File: src/rtl/lc3b_types.sv
// Shared LC-3b widths, opcode constants and MEM-stage helpers.
package lc3b_types;

    typedef logic [15:0] lc3b_word;
    typedef logic [3:0]  lc3b_opcode;

    localparam lc3b_opcode op_br   = 4'b0000;
    localparam lc3b_opcode op_add  = 4'b0001;
    localparam lc3b_opcode op_ldb  = 4'b0010;
    localparam lc3b_opcode op_stb  = 4'b0011;
    localparam lc3b_opcode op_jsr  = 4'b0100;
    localparam lc3b_opcode op_and  = 4'b0101;
    localparam lc3b_opcode op_ldr  = 4'b0110;
    localparam lc3b_opcode op_str  = 4'b0111;
    localparam lc3b_opcode op_rti  = 4'b1000;
    localparam lc3b_opcode op_not  = 4'b1001;
    localparam lc3b_opcode op_ldi  = 4'b1010;
    localparam lc3b_opcode op_sti  = 4'b1011;
    localparam lc3b_opcode op_jmp  = 4'b1100;
    localparam lc3b_opcode op_shf  = 4'b1101;
    localparam lc3b_opcode op_lea  = 4'b1110;
    localparam lc3b_opcode op_trap = 4'b1111;

    typedef enum logic [1:0] {
        S_ISSUE    = 2'd0,
        S_INDIRECT = 2'd1,
        S_DONE     = 2'd2
    } mem_state_e;

    // Ops whose first access is a read (STI fetches its pointer first).
    function automatic logic is_mem_read(lc3b_opcode op);
        return (op == op_ldr) || (op == op_ldb) || (op == op_trap) ||
               (op == op_ldi) || (op == op_sti);
    endfunction

    function automatic logic is_mem_write(lc3b_opcode op);
        return (op == op_str) || (op == op_stb) || (op == op_sti);
    endfunction

    function automatic logic is_byte_op(lc3b_opcode op);
        return (op == op_ldb) || (op == op_stb);
    endfunction

    function automatic logic is_indirect(lc3b_opcode op);
        return (op == op_ldi) || (op == op_sti);
    endfunction

endpackage

File: src/rtl/mem_byte_align.sv
// Byte-lane steering: byte enables, STB data replication, LDB sign extension.
module mem_byte_align
    import lc3b_types::*;
(
    input  lc3b_opcode  opcode,
    input  logic        addr_lsb,
    input  lc3b_word    store_data,
    input  lc3b_word    rdata,
    output logic [1:0]  byte_enable,
    output lc3b_word    wdata,
    output lc3b_word    load_word
);

    logic [7:0] byte_sel;

    always_comb begin
        byte_sel    = addr_lsb ? rdata[15:8] : rdata[7:0];
        byte_enable = 2'b11;
        wdata       = store_data;
        load_word   = rdata;
        if (is_byte_op(opcode)) begin
            byte_enable = addr_lsb ? 2'b10 : 2'b01;
            wdata       = {store_data[7:0], store_data[7:0]};
            load_word   = {{8{byte_sel[7]}}, byte_sel};
        end
    end

endmodule

File: src/rtl/mem_stage_access.sv
// MEM-stage data-cache access unit: issues LDR/LDB/LDI/TRAP/STR/STB/STI requests,
// holds the indirect pointer and presents the loaded word to MEM/WB.
module mem_stage_access
    import lc3b_types::*;
(
    input  logic        clk,
    input  logic        reset,
    input  lc3b_opcode  opcode,
    input  lc3b_word    ex_addr,
    input  lc3b_word    store_data,
    input  logic        advance,
    input  logic        ldi_addr_register_load,
    input  logic        memaddrmux_sel,
    input  logic        sti_WE,
    input  lc3b_word    dmem_rdata,
    input  logic        dmem_resp,
    output logic        dmem_read,
    output logic        dmem_write,
    output lc3b_word    dmem_address,
    output lc3b_word    dmem_wdata,
    output logic [1:0]  dmem_byte_enable,
    output logic        mem_resp,
    output lc3b_word    load_data,
    output logic        load_data_valid
);

    mem_state_e state_q, state_d;
    lc3b_word   indirect_q, indirect_d;
    lc3b_word   load_q, load_d;
    logic       valid_q, valid_d;
    lc3b_word   sel_addr, load_word;
    logic       rd_req, wr_req, mem_op;

    mem_byte_align u_align (
        .opcode      (opcode),
        .addr_lsb    (sel_addr[0]),
        .store_data  (store_data),
        .rdata       (dmem_rdata),
        .byte_enable (dmem_byte_enable),
        .wdata       (dmem_wdata),
        .load_word   (load_word)
    );

    always_comb begin
        mem_op   = is_mem_read(opcode) || is_mem_write(opcode);
        sel_addr = (state_q == S_INDIRECT && memaddrmux_sel) ? {indirect_q[15:1], 1'b0} : ex_addr;
        dmem_address = is_byte_op(opcode) ? sel_addr : {sel_addr[15:1], 1'b0};
        rd_req = 1'b0;
        wr_req = 1'b0;
        case (state_q)
            S_ISSUE: begin
                rd_req = is_mem_read(opcode);
                wr_req = ((opcode == op_str) || (opcode == op_stb)) && sti_WE;
            end
            S_INDIRECT: begin
                rd_req = (opcode == op_ldi);
                wr_req = (opcode == op_sti) && sti_WE;
            end
            default: ;
        endcase
        // Reset kills the request combinationally so an in-flight access is abandoned.
        dmem_read  = rd_req && !reset;
        dmem_write = wr_req && !reset;
        mem_resp   = dmem_resp && (state_q != S_DONE) && !reset;
    end

    always_comb begin
        state_d    = state_q;
        indirect_d = indirect_q;
        load_d     = load_q;
        valid_d    = valid_q;
        case (state_q)
            S_ISSUE: begin
                if (mem_op && dmem_resp) begin
                    if (is_indirect(opcode)) begin
                        if (ldi_addr_register_load) indirect_d = dmem_rdata;
                        state_d = S_INDIRECT;
                    end else begin
                        if (is_mem_read(opcode)) load_d = load_word;
                        valid_d = 1'b1;
                        state_d = S_DONE;
                    end
                end
            end
            S_INDIRECT: begin
                if (dmem_resp) begin
                    if (opcode == op_ldi) load_d = load_word;
                    valid_d = 1'b1;
                    state_d = S_DONE;
                end
            end
            S_DONE: begin
                if (advance) begin
                    valid_d = 1'b0;
                    state_d = S_ISSUE;
                end
            end
            default: state_d = S_ISSUE;
        endcase
    end

    always_ff @(posedge clk or posedge reset) begin
        if (reset) begin
            state_q    <= S_ISSUE;
            indirect_q <= '0;
            load_q     <= '0;
            valid_q    <= 1'b0;
        end else begin
            state_q    <= state_d;
            indirect_q <= indirect_d;
            load_q     <= load_d;
            valid_q    <= valid_d;
        end
    end

    assign load_data       = load_q;
    assign load_data_valid = valid_q;

endmodule

File: config.mk
export PLATFORM = sky130hd
export DESIGN_NAME = mem_stage_access
export DESIGN_NICKNAME = d
export VERILOG_FILES = /design/src/rtl/lc3b_types.sv /design/src/rtl/mem_byte_align.sv /design/src/rtl/mem_stage_access.sv
export SDC_FILE = /design/constraint.sdc
export NUM_CORES = 1
export LEC_CHECK = 0
export CORE_ASPECT_RATIO = 0.5
export CORE_MARGIN = 2
export CORE_UTILIZATION = 42
export DETAILED_ROUTE_END_ITERATION = 10
export PLACE_DENSITY = 0.86
export SYNTH_ARGS = -nofsm -noshare
export SYNTH_HDL_FRONTEND = slang
export SYNTH_SLANG_ARGS = --single-unit
export TNS_END_PERCENT = 10
File: constraint.sdc
create_clock -name clk -period 8.1 [get_ports clk]
set_input_delay 2.43 -clock clk [delete_from_list [all_inputs] [get_ports clk]]
set_output_delay 2.43 -clock clk [all_outputs]
set_load 0.05 [all_outputs]
* Word level (Yosys, flattened, before mapping) *
Cells that the tools add are included.

cells by class
  add/subtract/negate cells = 0
  eq/ne operators = 16
  multiplexer cells = 25
  $lt $le $gt $ge = 0
  $mul = 0
  reduce and logical (&&, ||, !) cells = 25
  bitwise gates (word level) = 0
  divide/modulo/power cells = 0
  shift-type cells = 0

operators by type and width
  cell                count
  $mux 16             8
  $pmux 16 s2         1
  $eq 4x4->1 const B  3
  $mux 2              6
  $ne 2x2->1 const B  6
  $logic_or 1x1->1    9
  $eq 4x2->1 const B  2
  $eq 4x3->1 const B  2
  $logic_and 1x1->1   8
  $mux 8              1
  $pmux 2 s3          1
  $reduce_and 6->1    1
  $mux 1              5
  $reduce_and 5->1    1
  $pmux 1 s2          2
  $reduce_and 4->1    1
  $pmux 1 s3          1
  $reduce_and 3->1    1
  $reduce_bool 3->1   1
  $eq 2x1->1 const B  1
  $eq 2x2->1 const B  1
  $logic_not 2->1     1
  $ne 2x1->1 const B  1
  $reduce_bool 2->1   1
  $logic_not 1->1     1

word-level totals
  output and inout bits = 54
  memory bits (writable) = 0
  bits in latches = 0
  flip-flop bits (word level) = 35
  memory bits (read-only) = 0
  logic and storage cells = 70
  memories = 0
  bits of input ports = 59

* Depth between registers and ports, before layout *
Gate-level depths: netlist (run 1).

  word-level depth = 9
  gate-level depth with buffers = 7
  gate-level depth less buffers = 4

* Hierarchy *
Synthesis (run 1) repeated with hierarchy kept, for this count alone.

second synthesis, totals
  cell total of the unflattened synthesis = 179
  area total of the unflattened synthesis = 2,268.4 um^2

modules (own cells, without submodules)
  module            area an instance (um^2)  seq. area each (um^2)  cells each  instances
  mem_stage_access  1,814.2                  850.8                  130         1
  mem_byte_align    454.2                    0.0                    49          1

* Worst setup path after synthesis (run 1) *
No wires, ideal clock.

  path type = input port to output port
  start = in reset
  end = out dmem_write
  slack = -0.152 ns
  arrival time = 5.822 ns
  path buffers = 0
  data required time = 5.670 ns
  stages on the path = 3
  cell sequence = inv_1 > nand2_1 > a2111oi_0

between the ends
  longest elaborated chain between the ends = 2

ends and longest elaborated chain
  item                              RTL line                text
  start: declaration                mem_stage_access.sv:7   input logic reset,
  $logic_not 1->1 (no source line)  --
  $logic_and 1x1->1                 mem_stage_access.sv:63  dmem_write = wr_req && !reset;
  end: declaration                  mem_stage_access.sv:18  output logic dmem_write,

Every way passes these cells.

* Final worst setup path (run 1) *
  start = in opcode[1]
  end = out dmem_address[0]

between the ends
  longest elaborated chain between the ends = 3
  elaborated cells on any way between the ends = 4
  classes of those cells = eq/ne: 2; mux: 1; reduce/logical: 1

ends and longest elaborated chain
  item                  RTL line                text
  start: declaration    mem_stage_access.sv:8   input lc3b_opcode opcode,
  $eq 4x2->1            lc3b_types.sv:41        return (op == op_ldb) || (op == op_stb);
  $logic_or 1x1->1 (*)  lc3b_types.sv:41
  $mux 1 (*)            mem_stage_access.sv:47  dmem_address = is_byte_op(opcode) ? sel_addr : {sel_addr[15:1], 1'b0};
  end: declaration      mem_stage_access.sv:19  output lc3b_word dmem_address,

Mark *: on every way between the ends. The rest lies on a longest branch, timed or not.

==> out/metrics.cfg, run 1 <==
[setup_path]
endpoint_kind=output port
r2r_end=indirect_q[10]$_DFFE_PP0P_
startpoint_type=input port
path_class=in2out
rrSetupSlack_ns=5.92
arrival_ns=4.77
rr_startpoint=state_q[0]$_DFFE_PP0P_
r2r_cells=3
crit_required_ns=5.67
cp_max_fo=19

[logic_synthesis]
yosys_register_bits=34
yosysWarningCount=0
syn_area_um2=2050
synth.distinct_cells=37
ys.flop_type=dfrtp_1
async_reset_ff_share_pct=100
synth_commonest_cells=34 x dfrtp_1, 29 x mux2_2, 13 x buf_4
synth.most_common_cell=dfrtp_1
post-synth-top-area-cell=dfrtp_1
synth-edff-count=0
synthesis.nets=231
synth_top_area_share_pct=41.4
ys_top_cells_by_area=dfrtp_1 41%, mux2_2 16%, mux2_4 7.3%
ys_seq_area_share_pct=41.4
syn_avg_cell_area_um2=11.9
synth_cells=172

[clock_tree]
cts_max_path_buffers=2
clk_latency_ns=0.29
cts_resized=0
postCtsSetupRepairBufs=0
cts_buffers=5
numClockSinks=34
postCtsHoldBufs=0
clkTransAtPathRegs_ns=0.07
htreeDepth=2
cts_tree=yes
clockRootBuffer=clkbuf_8

[global_route]
antenna_found_initial=0
grt_start_max_net_pins=36
overflow=0
grt_pass1_vias=1794
grt_pass1_wl_mm=8.80
track_usage_pct=21.4

[timing]
whs_ns=0.499
tns_ns=0
max_freq_ghz=0.139
fin_worst_skew_ns=0.00415
finalHoldViolCount=0
fin_ws_ns=0.895
period_needed_ns=7.20
setup_viol=0
max-slew-margin-rel_pct=41.3
maxSlewViolCount=0
worst_slew_pin_slew_ns=0.881
rsz0062_at_grt=no
period_share_pct=88.9

[route]
wl_per_cell_um=16.3
vias_per_cell=5.14
drt-pass1-iter-count=4
ant_nets=0
wl_mm=5.58
vias=1759
drc=0
drt_iter0_drc=54

[hold_path]
min_from=load_data[13]$_DFFE_PP0P_
holdCritPathClass=reg2reg
hold_path_end=load_data[13]$_DFFE_PP0P_
whs_path_depth=1

[power_and_ir_drop]
swShare_pct=41.8
combPwrFrac_pct=49.9
p_clk_share_pct=17.3
internal-power_uw=435
power.switching_uw=313
p_seq_share_pct=32.7
power.leakage_nw=1.38
p_total_uw=748
vdd_drop_max_v=0.000114
p_per_area_nw_per_um2=232

[cells_and_area]
syn2layout_area_growth_pct=57.2
diodes=0
num-nets-final=334
final_core_util_pct=70.9
drive_gt1_share_pct=21.0

[placement]
pre_cts_slack_ns=0.899
dp.final_hpwl_mm=4.34
portBuffers=112
place_congestion=0.849

[floorplan]
initial_core_util_pct=45.1
core_area_um2=4550
rows=17
die_height_um=53.4
pin_count=113
die_x_um=103
die_area_um2=5500

[run_status]
status=finished, final reports clean

[job]
max-cap-violations=0

[metrics by stage]
| stage | std cells | instance area, µm² |
|---|---|---|
| final | 342 | 3230 |
| after global routing | 342 | 3230 |
| after CTS | 342 | 3230 |
| after detailed placement | 334 | 3140 |
| after global placement | 334 | 3140 |
| after floorplan | 172 | 2050 |
[worst max-delay path: stages]
cell and delay [ns]:
clkdlybuf4s50_1 0.58, nor3b_2 0.20, buf_4 0.26, nand3_1 0.21, buf_4 0.24, inv_1 0.06, clkdlybuf4s50_1 0.79
[cell families (layout without fill, tap and decap cells)]
group / Yosys count / after routing / share of synthesized area [%]
DFF: 34 / 34 / 41.4
muxes: 47 / 47 / 27.1
AOI/OAI and AO/OA: 35 / 35 / 13.3
xor gates and xnor gates: 1 / 1 / 0.427
and+or+nand+nor: 33 / 33 / 9.87
buffers and inverters: 22 / 126 / 7.86
[how the worst max path moves through the flow]
stage                    from               to  slack (ns)  depth (start not counted)
CTS                 opcode[1]  dmem_address[0]        0.89                          7
floorplan               reset       dmem_write        0.50                          3
global route        opcode[1]  dmem_address[0]        0.74                          7
global placement    opcode[1]  dmem_address[0]        1.00                          7
finish              opcode[1]  dmem_address[0]        0.90                          7
detailed placement  opcode[3]  dmem_address[0]        0.90                          7
[layout by cell type, fill, tap and decap left out, types with 3 or more instances in the layout]
cell type / netlist / routed
mux2_4: 10 / 10
mux2_2: 29 / 29
o2bb2ai_1: 7 / 7
clkbuf_8: 0 / 6
nand2_1: 8 / 8
buf_4: 13 / 3
dfrtp_1: 34 / 34
nor2b_1: 4 / 4
clkdlybuf4s50_1: 0 / 112
mux2i_1: 8 / 8
nor2_1: 9 / 9
a31oi_1: 9 / 9
a21oi_1: 8 / 8
[flip-flops by register name (all words and copies together) (netlist names)]
signal,cells
state_q,2
load_data,16
indirect_q,15
load_data_valid,1
[cell type report]
| cell class | instances | area (µm²) |
|---|---|---|
| clock inverters | 1 | 5.00 |
| inverters | 3 | 11.3 |
| flip-flops and latches | 34 | 851 |
| repair buffers | 115 | 1140 |
| well taps | 66 | 82.6 |
| clock buffers | 7 | 86.3 |
| fillers | 339 | 1330 |
| multi-input cells | 116 | 1050 |
[power by group through the flow]
| stage | clock, mW | combinational [mW] | sequential (mW) |
|---|---|---|---|
| 5_1_grt | 0.139 | 0.390 | 0.251 |
| 3_5_place_dp | 0 | 0.374 | 0.248 |
| 4_1_cts | 0.131 | 0.376 | 0.245 |
| 6_report | 0.129 | 0.373 | 0.245 |
| 2_1_floorplan | 0 | 0.139 | 0.351 |
| 3_3_place_gp | 0 | 0.368 | 0.247 |
[routing by layer]
layer | GRT usage (%) | vias up | routed length [µm]
met4 | 6.14 | 0 | 43
met2 | 36.8 | 75 | 2770
li1 | - | 828 | -
met1 | 26.9 | 851 | 2410
met3 | 5.55 | 5 | 346
met5 | 0 | - | 0
No activity file was read; power rests on OpenSTA's default activity.
==> run 2: changes to the inputs <==
Settings changed: SKIP_LAST_GASP from default to 1.
==> results of run 2 <==
The final DEF is identical to that of run 1; final timing and power are the same.
==> run 3: changes to the inputs <==
Settings changed: SLEW_MARGIN from default to 40.
==> run 3 against run 2 <==
Routed wire length stayed put. Non-clock buffer count is the same. Sequential share of layout area is essentially flat. Maximum frequency unchanged. Via count unchanged. Sequential power barely moved.
==> out/metrics.cfg, run 3 (synthesized netlist as in run 1, its figures left out) <==
[floorplan]
rows=17  ; unchanged
pin_count=113  ; unchanged
core_area_um2=4550  ; unchanged
die_height_um=53.4  ; unchanged
die_area_um2=5500  ; unchanged
initial_core_util_pct=45.1  ; unchanged
die_x_um=103  ; unchanged

[power_and_ir_drop]
power.leakage_nw=1.38  ; about the same
p_per_area_nw_per_um2=232  ; about the same
vdd_drop_max_v=0.000114  ; about the same

[clock_tree]
cts_buffers=5  ; unchanged
htreeDepth=2  ; unchanged
clkTransAtPathRegs_ns=0.07  ; about the same
clk_latency_ns=0.29  ; about the same
postCtsSetupRepairBufs=0  ; unchanged
clockRootBuffer=clkbuf_8
cts_max_path_buffers=2  ; unchanged
cts_tree=yes
cts_resized=0  ; unchanged
postCtsHoldBufs=0  ; unchanged
numClockSinks=34  ; unchanged

[timing]
period_share_pct=88.9  ; unchanged
period_needed_ns=7.20  ; unchanged
tns_ns=0  ; unchanged
max_freq_ghz=0.139  ; unchanged
finalHoldViolCount=0  ; unchanged
rsz0062_at_grt=no
maxSlewViolCount=0  ; unchanged
worst_slew_pin_slew_ns=0.723  ; -0.157 ns
fin_worst_skew_ns=0.00415  ; unchanged
setup_viol=0  ; unchanged
max-slew-margin-rel_pct=51.8  ; +10 points

[route]
drt-pass1-iter-count=4  ; unchanged
route.met3.wl_um=346  ; unchanged
drc=0  ; unchanged
drt_iter0_drc=54  ; unchanged
vias_per_cell=5.14  ; unchanged
vias=1759  ; unchanged
topRoutingLayerUsed=met4
dr_wl_met2_mm=2.77  ; unchanged
wl_mm=5.58  ; unchanged
wl_per_cell_um=16.3  ; unchanged
wl_met1_mm=2.41  ; unchanged
ant_nets=0  ; unchanged

[global_route]
grt_pass1_wl_mm=8.80  ; unchanged
grt_start_max_net_pins=36  ; unchanged
track_usage_pct=21.4  ; unchanged
grt_pass1_vias=1794  ; unchanged
antenna_found_initial=0  ; unchanged
overflow=0  ; unchanged

[placement]
portBuffers=112  ; unchanged
dp.final_hpwl_mm=4.34  ; unchanged
place_congestion=0.849  ; unchanged

[cells_and_area]
num-nets-final=334  ; unchanged
layout_common_cells=112 x clkdlybuf4s50_1, 34 x dfrtp_1, 29 x mux2_2
diodes=0  ; unchanged
layout_commonest_cell=clkdlybuf4s50_1
drive_gt1_share_pct=21.4  ; +0.36 points
final_core_util_pct=70.9  ; about the same
largest_reg_flops=16  ; unchanged
syn2layout_area_growth_pct=57.2  ; about the same

[setup_path]
endpoint_kind=output port
arrival_ns=4.77  ; about the same
cp_max_fo=19  ; unchanged
crit_required_ns=5.67  ; about the same
startpoint_type=input port
path_class=in2out

[hold_path]
holdCritPathClass=reg2reg

[run_status]
status=finished, final reports clean

[job]
max-cap-violations=0  ; unchanged

## run 3: through the flow
stage          instance area (µm²)  std cells  setup WS [ns]  hold WS, ns  power [mW]
6_report                      3230        342          0.895        0.499       0.748
5_1_grt                       3230        342          0.741        0.527       0.781
4_1_cts                       3230        342          0.890        0.502       0.753
3_3_place_gp                  3140        334           1.00        0.481       0.615
3_5_place_dp                  3140        334          0.899        0.481       0.622
2_1_floorplan                 2050        172          0.504        0.477       0.490
## run 3: area by class of cell
type                            count  area [µm²]
Clock inverter                      1        5.00
Inverter                            3        11.3
Multi-Input combinational cell    116        1050
Clock buffer                        7        86.3
Timing Repair Buffer              115        1140
Tap cell                           66        82.6
Sequential cell                    34         851
Fill cell                         339        1320
## run 3: layer usage
metal / global-route usage (%) / up-vias
met5: 0 / -
met4: 6.14 / 0
met3: 5.55 / 5
met2: 36.8 / 75
met1: 26.9 / 851
li1: - / 828
## run 3: worst max-delay path: stages
cell,delay (ns)
clkdlybuf4s50_1,0.58
nor3b_2,0.20
buf_4,0.26
nand3_1,0.21
buf_4,0.24
inv_1,0.06
clkdlybuf4s50_1,0.79
## run 3: worst paths after layout
kind                       slack, ns                   endpoint                      start  cells after the start
setup / recovery                0.90            dmem_address[0]                  opcode[1]                      7
min in group asynchronous       2.56   load_data[0]$_DFFE_PP0P_                      reset                      3
max in group asynchronous       5.21   load_data[9]$_DFFE_PP0P_                      reset                      3
setup reg to reg                6.09   load_data[8]$_DFFE_PP0P_     state_q[0]$_DFFE_PP0P_                      4
hold reg to reg                 0.50  load_data[13]$_DFFE_PP0P_  load_data[13]$_DFFE_PP0P_                      1
hold / removal                  0.50  load_data[13]$_DFFE_PP0P_  load_data[13]$_DFFE_PP0P_                      1
## run 3: power breakdown
group / switching (mW) / leakage (nW) / internal (mW) / total [mW]
Clock: 0.0609 / 0.0482 / 0.0685 / 0.129
Combinational: 0.223 / 0.907 / 0.150 / 0.373
Sequential: 0.0285 / 0.425 / 0.216 / 0.245
Total: 0.313 / 1.38 / 0.435 / 0.748
==> edit 1 (settings of run 1) <==
Reset style: synchronous (`reset`), changed in one clocked block.
--- a/src/rtl/mem_stage_access.sv
+++ b/src/rtl/mem_stage_access.sv
@@ -99,7 +99,7 @@
         endcase
     end
 
-    always_ff @(posedge clk or posedge reset) begin
+    always_ff @(posedge clk) begin
         if (reset) begin
             state_q    <= S_ISSUE;
             indirect_q <= '0;
Function: differs if reset is asserted again (counterexample within 4 cycles, from zero or initial values and one cycle with reset high); with reset held inactive, the same outputs for 10 cycles.
==> edit 1 against run 1 <==
Routed wire length grew 2.9%; sequential share of layout area decreased by 4.2 points; synthesized cell count grew 22%; final area fell by 4.9%; area after synthesis decreased by 7.9%; register-to-register slack better by 0.46 ns; worst setup slack got worse by 0.022 ns; sequential cell count did not move; count of clock-buffer cells in the layout down 2.
Power is not compared: it rests on default switching activity, and its combinational part moved more than twofold at a synthesized area within 25%.
==> edit 1: results (changes against run 1) <==
largest net degree at the start of global routing=30 (was 36); Pleak=1.155 nW; Root Buffer=clkbuf_8 (unchanged); xor/xnor share of the synthesized area=0.004633 (was 0.004266); H-tree Lvls=2 (unchanged); final net count=369 (was 334); number of flip-flops in the largest register=16 (unchanged); initial antenna violation count=0 (unchanged); fillers=326 (was 339); vias per cell=5.092 (was 5.143); Peak VDD IR=between 0.09 and 0.1 mV; mux cell area share after synthesis=0.1846 (was 0.2712); most numerous cell in the Yosys netlist=nand2_1 (was dfrtp_1); ANT cells=0 (unchanged); Global Route Usage Sum=0.2287 (was 0.2144); Synth async-reset ratio=0 (was 1.000); Num CTS Buffers=5 (unchanged); top cells by area, synth=dfxtp_1, mux2_2, nand2_1 (was dfrtp_1, mux2_2, mux2_4); worst slew pin tran=0.5469 ns (was 0.8807 ns); Adder-Cell Fraction of Synth Area=0 (unchanged); syn_nets=268 (was 231); post-CTS setup buffers=0 (unchanged); register area share after synthesis=0.3600 (was 0.4144); First-pass DRT Iterations=4 (unchanged); data arrival time of the worst path=4.80 ns (was 4.77 ns); CP Max Fanout=10 (was 19); PortBufs=112 (unchanged); worst clock skew=0.004071 ns (was 0.004150 ns); final wirelength=5737 um (was 5575 um); gpl congestion=0.8002 (was 0.8491); Mapped Avg Cell Area=9.046 um^2 (was 11.94 um^2); Hold WC Path Type=register to register (unchanged); Synth cell types=36 (was 37); vias in the first global route=1822 (was 1794); status=complete, no violations (unchanged); Clock Path Buffers=2 (unchanged); Post-DP HPWL=4391 um (was 4343 um); Resized Gates After CTS=0 (unchanged); Starting DRT DRC Count=57 (was 54); first-pass GRT wire length=9025 um (was 8797 um); most frequent cells after synthesis=nand2_1, dfxtp_1, mux2_2, nor2_1, a21oi_1 (was dfrtp_1, mux2_2, buf_4, mux2_4); placed cells=360 (was 334); yosys warns=0 (unchanged); Synth Area in Compound Gates=0.1681 (was 0.1328); Worst-path clk slew=0.07 ns (about the same); routed vias=1874 (was 1759); share of layout cells above drive strength 1=0.1318 (was 0.2101); worst-skew pair later-pin latency=0.29 ns (about the same)
## edit 1: cell count changes after synthesis, moves of 6 or more
cell	before	now
a211oi_1	1	9
a21oi_1	8	16
a31oi_1	9	0
dfrtp_1	34	0
dfxtp_1	0	34
mux2_2	29	23
mux2_4	10	0
nand2_1	8	35
nor2_1	9	19
## edit 1: report_power, final
part           switching, mW  leakage (nW)  internal [mW]
clock                 0.0689        0.0504         0.0915
combinational         0.0813         0.829         0.0627
sequential           0.00283         0.275          0.172
## edit 1: per-layer routing
layer  vias up  track usage  part of all wire
met5         -            0                 0
met4         0      0.07306             0.014
met3         9      0.05198             0.035
met2        44       0.3998              0.51
met1       883       0.2837              0.44
li1        938            -                 -
## edit 1: worst max-delay path, stage by stage
cell and delay, ns:
clkdlybuf4s50_1 0.60, nor3b_4 0.47, buf_4 0.25, mux2_2 0.34, clkdlybuf4s50_1 0.71
## edit 1: path summary, 6_finish.rpt
check                                    from                     endpoint  slack [ns]  cells past startpoint
setup / recovery                    opcode[3]               dmem_wdata[13]        0.87                      5
hold / removal    indirect_q[11]$_SDFFE_PP0P_  indirect_q[11]$_SDFFE_PP0P_        0.46                      2
setup reg to reg      state_q[0]$_SDFFE_PP0P_    load_data[8]$_SDFFE_PP0P_        6.38                      4
hold reg to reg   indirect_q[11]$_SDFFE_PP0P_  indirect_q[11]$_SDFFE_PP0P_        0.46                      2
## edit 1: layout make-up
type / count / area (um^2) / area share
Clock buffer: 5 / 68.82 / 0.02243
Clock inverter: 3 / 45.04 / 0.01468
Inverter: 4 / 15.01 / 0.004894
Multi-Input combinational cell: 150 / 1044 / 0.3401
Sequential cell: 34 / 680.7 / 0.2219
Tap cell: 57 / 71.32 / 0.02325
Timing Repair Buffer: 115 / 1144 / 0.3728
## edit 1: metrics by stage
| step | total power [mW] | setup slack [ns] | area [um^2] | hold slack, ns | util |
|---|---|---|---|---|---|
| final | 0.4789 | 0.8729 | 3068 | 0.4612 | 0.7036 |
| after global routing | 0.4988 | 0.7751 | 3068 | 0.4857 | 0.7036 |
| after CTS | 0.4799 | 0.8841 | 3068 | 0.4609 | 0.7036 |
| after detailed placement | 0.3215 | 0.8837 | 2954 | 0.4503 | 0.6775 |
| after global placement | 0.3190 | 0.9686 | 2954 | 0.4452 | 0.6775 |
| after floorplan | 0.2616 | 1.734 | 1891 | 0.4338 | - |
## edit 1: cells by family (layout without fill, tap and decap cells)
kind of cell / after synthesis / after routing
multiplexers: 32 / 32
buffers and inverters: 25 / 127
AO/OA/AOI/OAI: 44 / 44
flip-flops: 34 / 34
XOR/XNOR: 1 / 1
AND/OR/NAND/NOR: 73 / 73
==> edit 2 (settings of run 1) <==
Without the edit above. Put a register stage on the output `dmem_address`. The value now appears one clock later. The other outputs are not delayed to match.
--- a/src/rtl/mem_stage_access.sv
+++ b/src/rtl/mem_stage_access.sv
@@ -24,6 +24,8 @@
     output logic        load_data_valid
 );
 
+    lc3b_word dmem_address_d;
+
     mem_state_e state_q, state_d;
     lc3b_word   indirect_q, indirect_d;
     lc3b_word   load_q, load_d;
@@ -44,7 +46,7 @@
     always_comb begin
         mem_op   = is_mem_read(opcode) || is_mem_write(opcode);
         sel_addr = (state_q == S_INDIRECT && memaddrmux_sel) ? {indirect_q[15:1], 1'b0} : ex_addr;
-        dmem_address = is_byte_op(opcode) ? sel_addr : {sel_addr[15:1], 1'b0};
+        dmem_address_d = is_byte_op(opcode) ? sel_addr : {sel_addr[15:1], 1'b0};
         rd_req = 1'b0;
         wr_req = 1'b0;
         case (state_q)
@@ -116,5 +118,9 @@
     assign load_data       = load_q;
     assign load_data_valid = valid_q;
 
+    always_ff @(posedge clk) begin
+        dmem_address <= dmem_address_d;
+    end
+
 endmodule
 
Function: changed (a bounded check fails within 4 cycles, from zero or initial values and one cycle with reset high).
==> edit 2 against run 1 <==
Final cell count grew 13%; worst setup slack better by 0.069 ns; sequential share of layout area grew 5.4 points; power increased by 49%; area after synthesis rose by 16%; largest cell class is now sequential cells; final area rose by 14%; routed wire length rose by 13%; highest routed layer unchanged; sequential cell count is 16 higher; first-iteration DRC count is 5.6% lower.
==> edit 2: results (changes against run 1) <==
routed vias=1946 (was 1759); Global Route Usage Sum=0.2021 (was 0.2144); non-clk buf share=0.3101 (was 0.3544); Root Buffer=clkbuf_16 (was clkbuf_8); worst clock skew=0.007247 ns (was 0.004150 ns); mux cell area share after synthesis=0.2764 (was 0.2712); Met3 Wirelength=224 um (was 346 um); data arrival time of the worst path=4.71 ns (was 4.77 ns); DP Worst Slack=1.003 ns (was 0.8986 ns); CLK BUF=5 (was 7); slowest cell on the critical path=or3b_2 (was clkdlybuf4s50_1); Sw Share=0.3959 (was 0.4183); CP Max Fanout=22 (was 19); final wirelength=6285 um (was 5575 um); first-pass GRT wire length=10030 um (was 8797 um); met1 wire length=2534 um (was 2411 um); placed cells=379 (was 334); combinational power share=0.460 (was 0.499); CP max stage delay=0.75 ns (was 0.79 ns); syn_nets=269 (was 231); Adder-Cell Fraction of Synth Area=0.01571 (was 0); routing usage on met3=0.04676 (was 0.05548); footprint of the multi-input gates=1082 um^2 (was 1047 um^2); Peak VDD IR=0.1430 mV (was 0.1139 mV); num sequential=50 (was 34); Multi-In Gates=133 (was 116); vias in the first global route=2003 (was 1794); status=complete, no violations (unchanged); top cells by area, synth=dfrtp_1, mux2_2, dfxtp_1 (was dfrtp_1, mux2_2, mux2_4); Power Density=302.1 nW/um^2 (was 231.7 nW/um^2); non-clock inverter total of the final layout=8 (was 3); register area share after synthesis=0.4901 (was 0.4144); share of layout cells above drive strength 1=0.2325 (was 0.2101); vias per cell=5.028 (was 5.143); Starting DRT DRC Count=51 (was 54); Layout clock area frac=0.04581 (was 0.02831); Seq area share=0.3176 (was 0.2637); Synth async-reset ratio=0.6800 (was 1.000); Mapped Avg Cell Area=11.54 um^2 (was 11.94 um^2); GRT met2 Usage=0.3874 (was 0.3680); routing usage on met1=0.2268 (was 0.2693); gpl congestion=0.8154 (was 0.8491); Seq pwr share=0.323 (was 0.327); largest net degree at the start of global routing=23 (was 36); Synth cell types=32 (was 37); final net count=375 (was 334)
==> edit 2: changes by cell type in the layout (fill, tap and decap cells not counted), moves of 8 or more <==
cell / run 1 / this run
mux2_2: 29 / 55
a31oi_1: 9 / 1
mux2_4: 10 / 0
dfxtp_1: 0 / 16
nand2_1: 8 / 37
==> edit 2: final timing paths <==
path	from	end	slack, ns	depth (start not counted)
setup / recovery	opcode[3]	dmem_wdata[8]	0.96	5
hold reg to reg	indirect_q[5]$_DFFE_PP0P_	dmem_address[5]$_DFF_P_	0.50	1
min in group asynchronous	reset	state_q[0]$_DFFE_PP0P_	2.51	3
hold / removal	indirect_q[5]$_DFFE_PP0P_	dmem_address[5]$_DFF_P_	0.50	1
setup reg to reg	state_q[1]$_DFFE_PP0P_	load_data[13]$_DFFE_PP0P_	5.69	6
max in group asynchronous	reset	indirect_q[14]$_DFFE_PP0P_	5.36	3
==> edit 2: worst max-delay path: cells and delay by family <==
kind / cells / cell delay [ns]
buffers and inverters: 2 / 1.30
and+or+nand+nor: 3 / 0.97
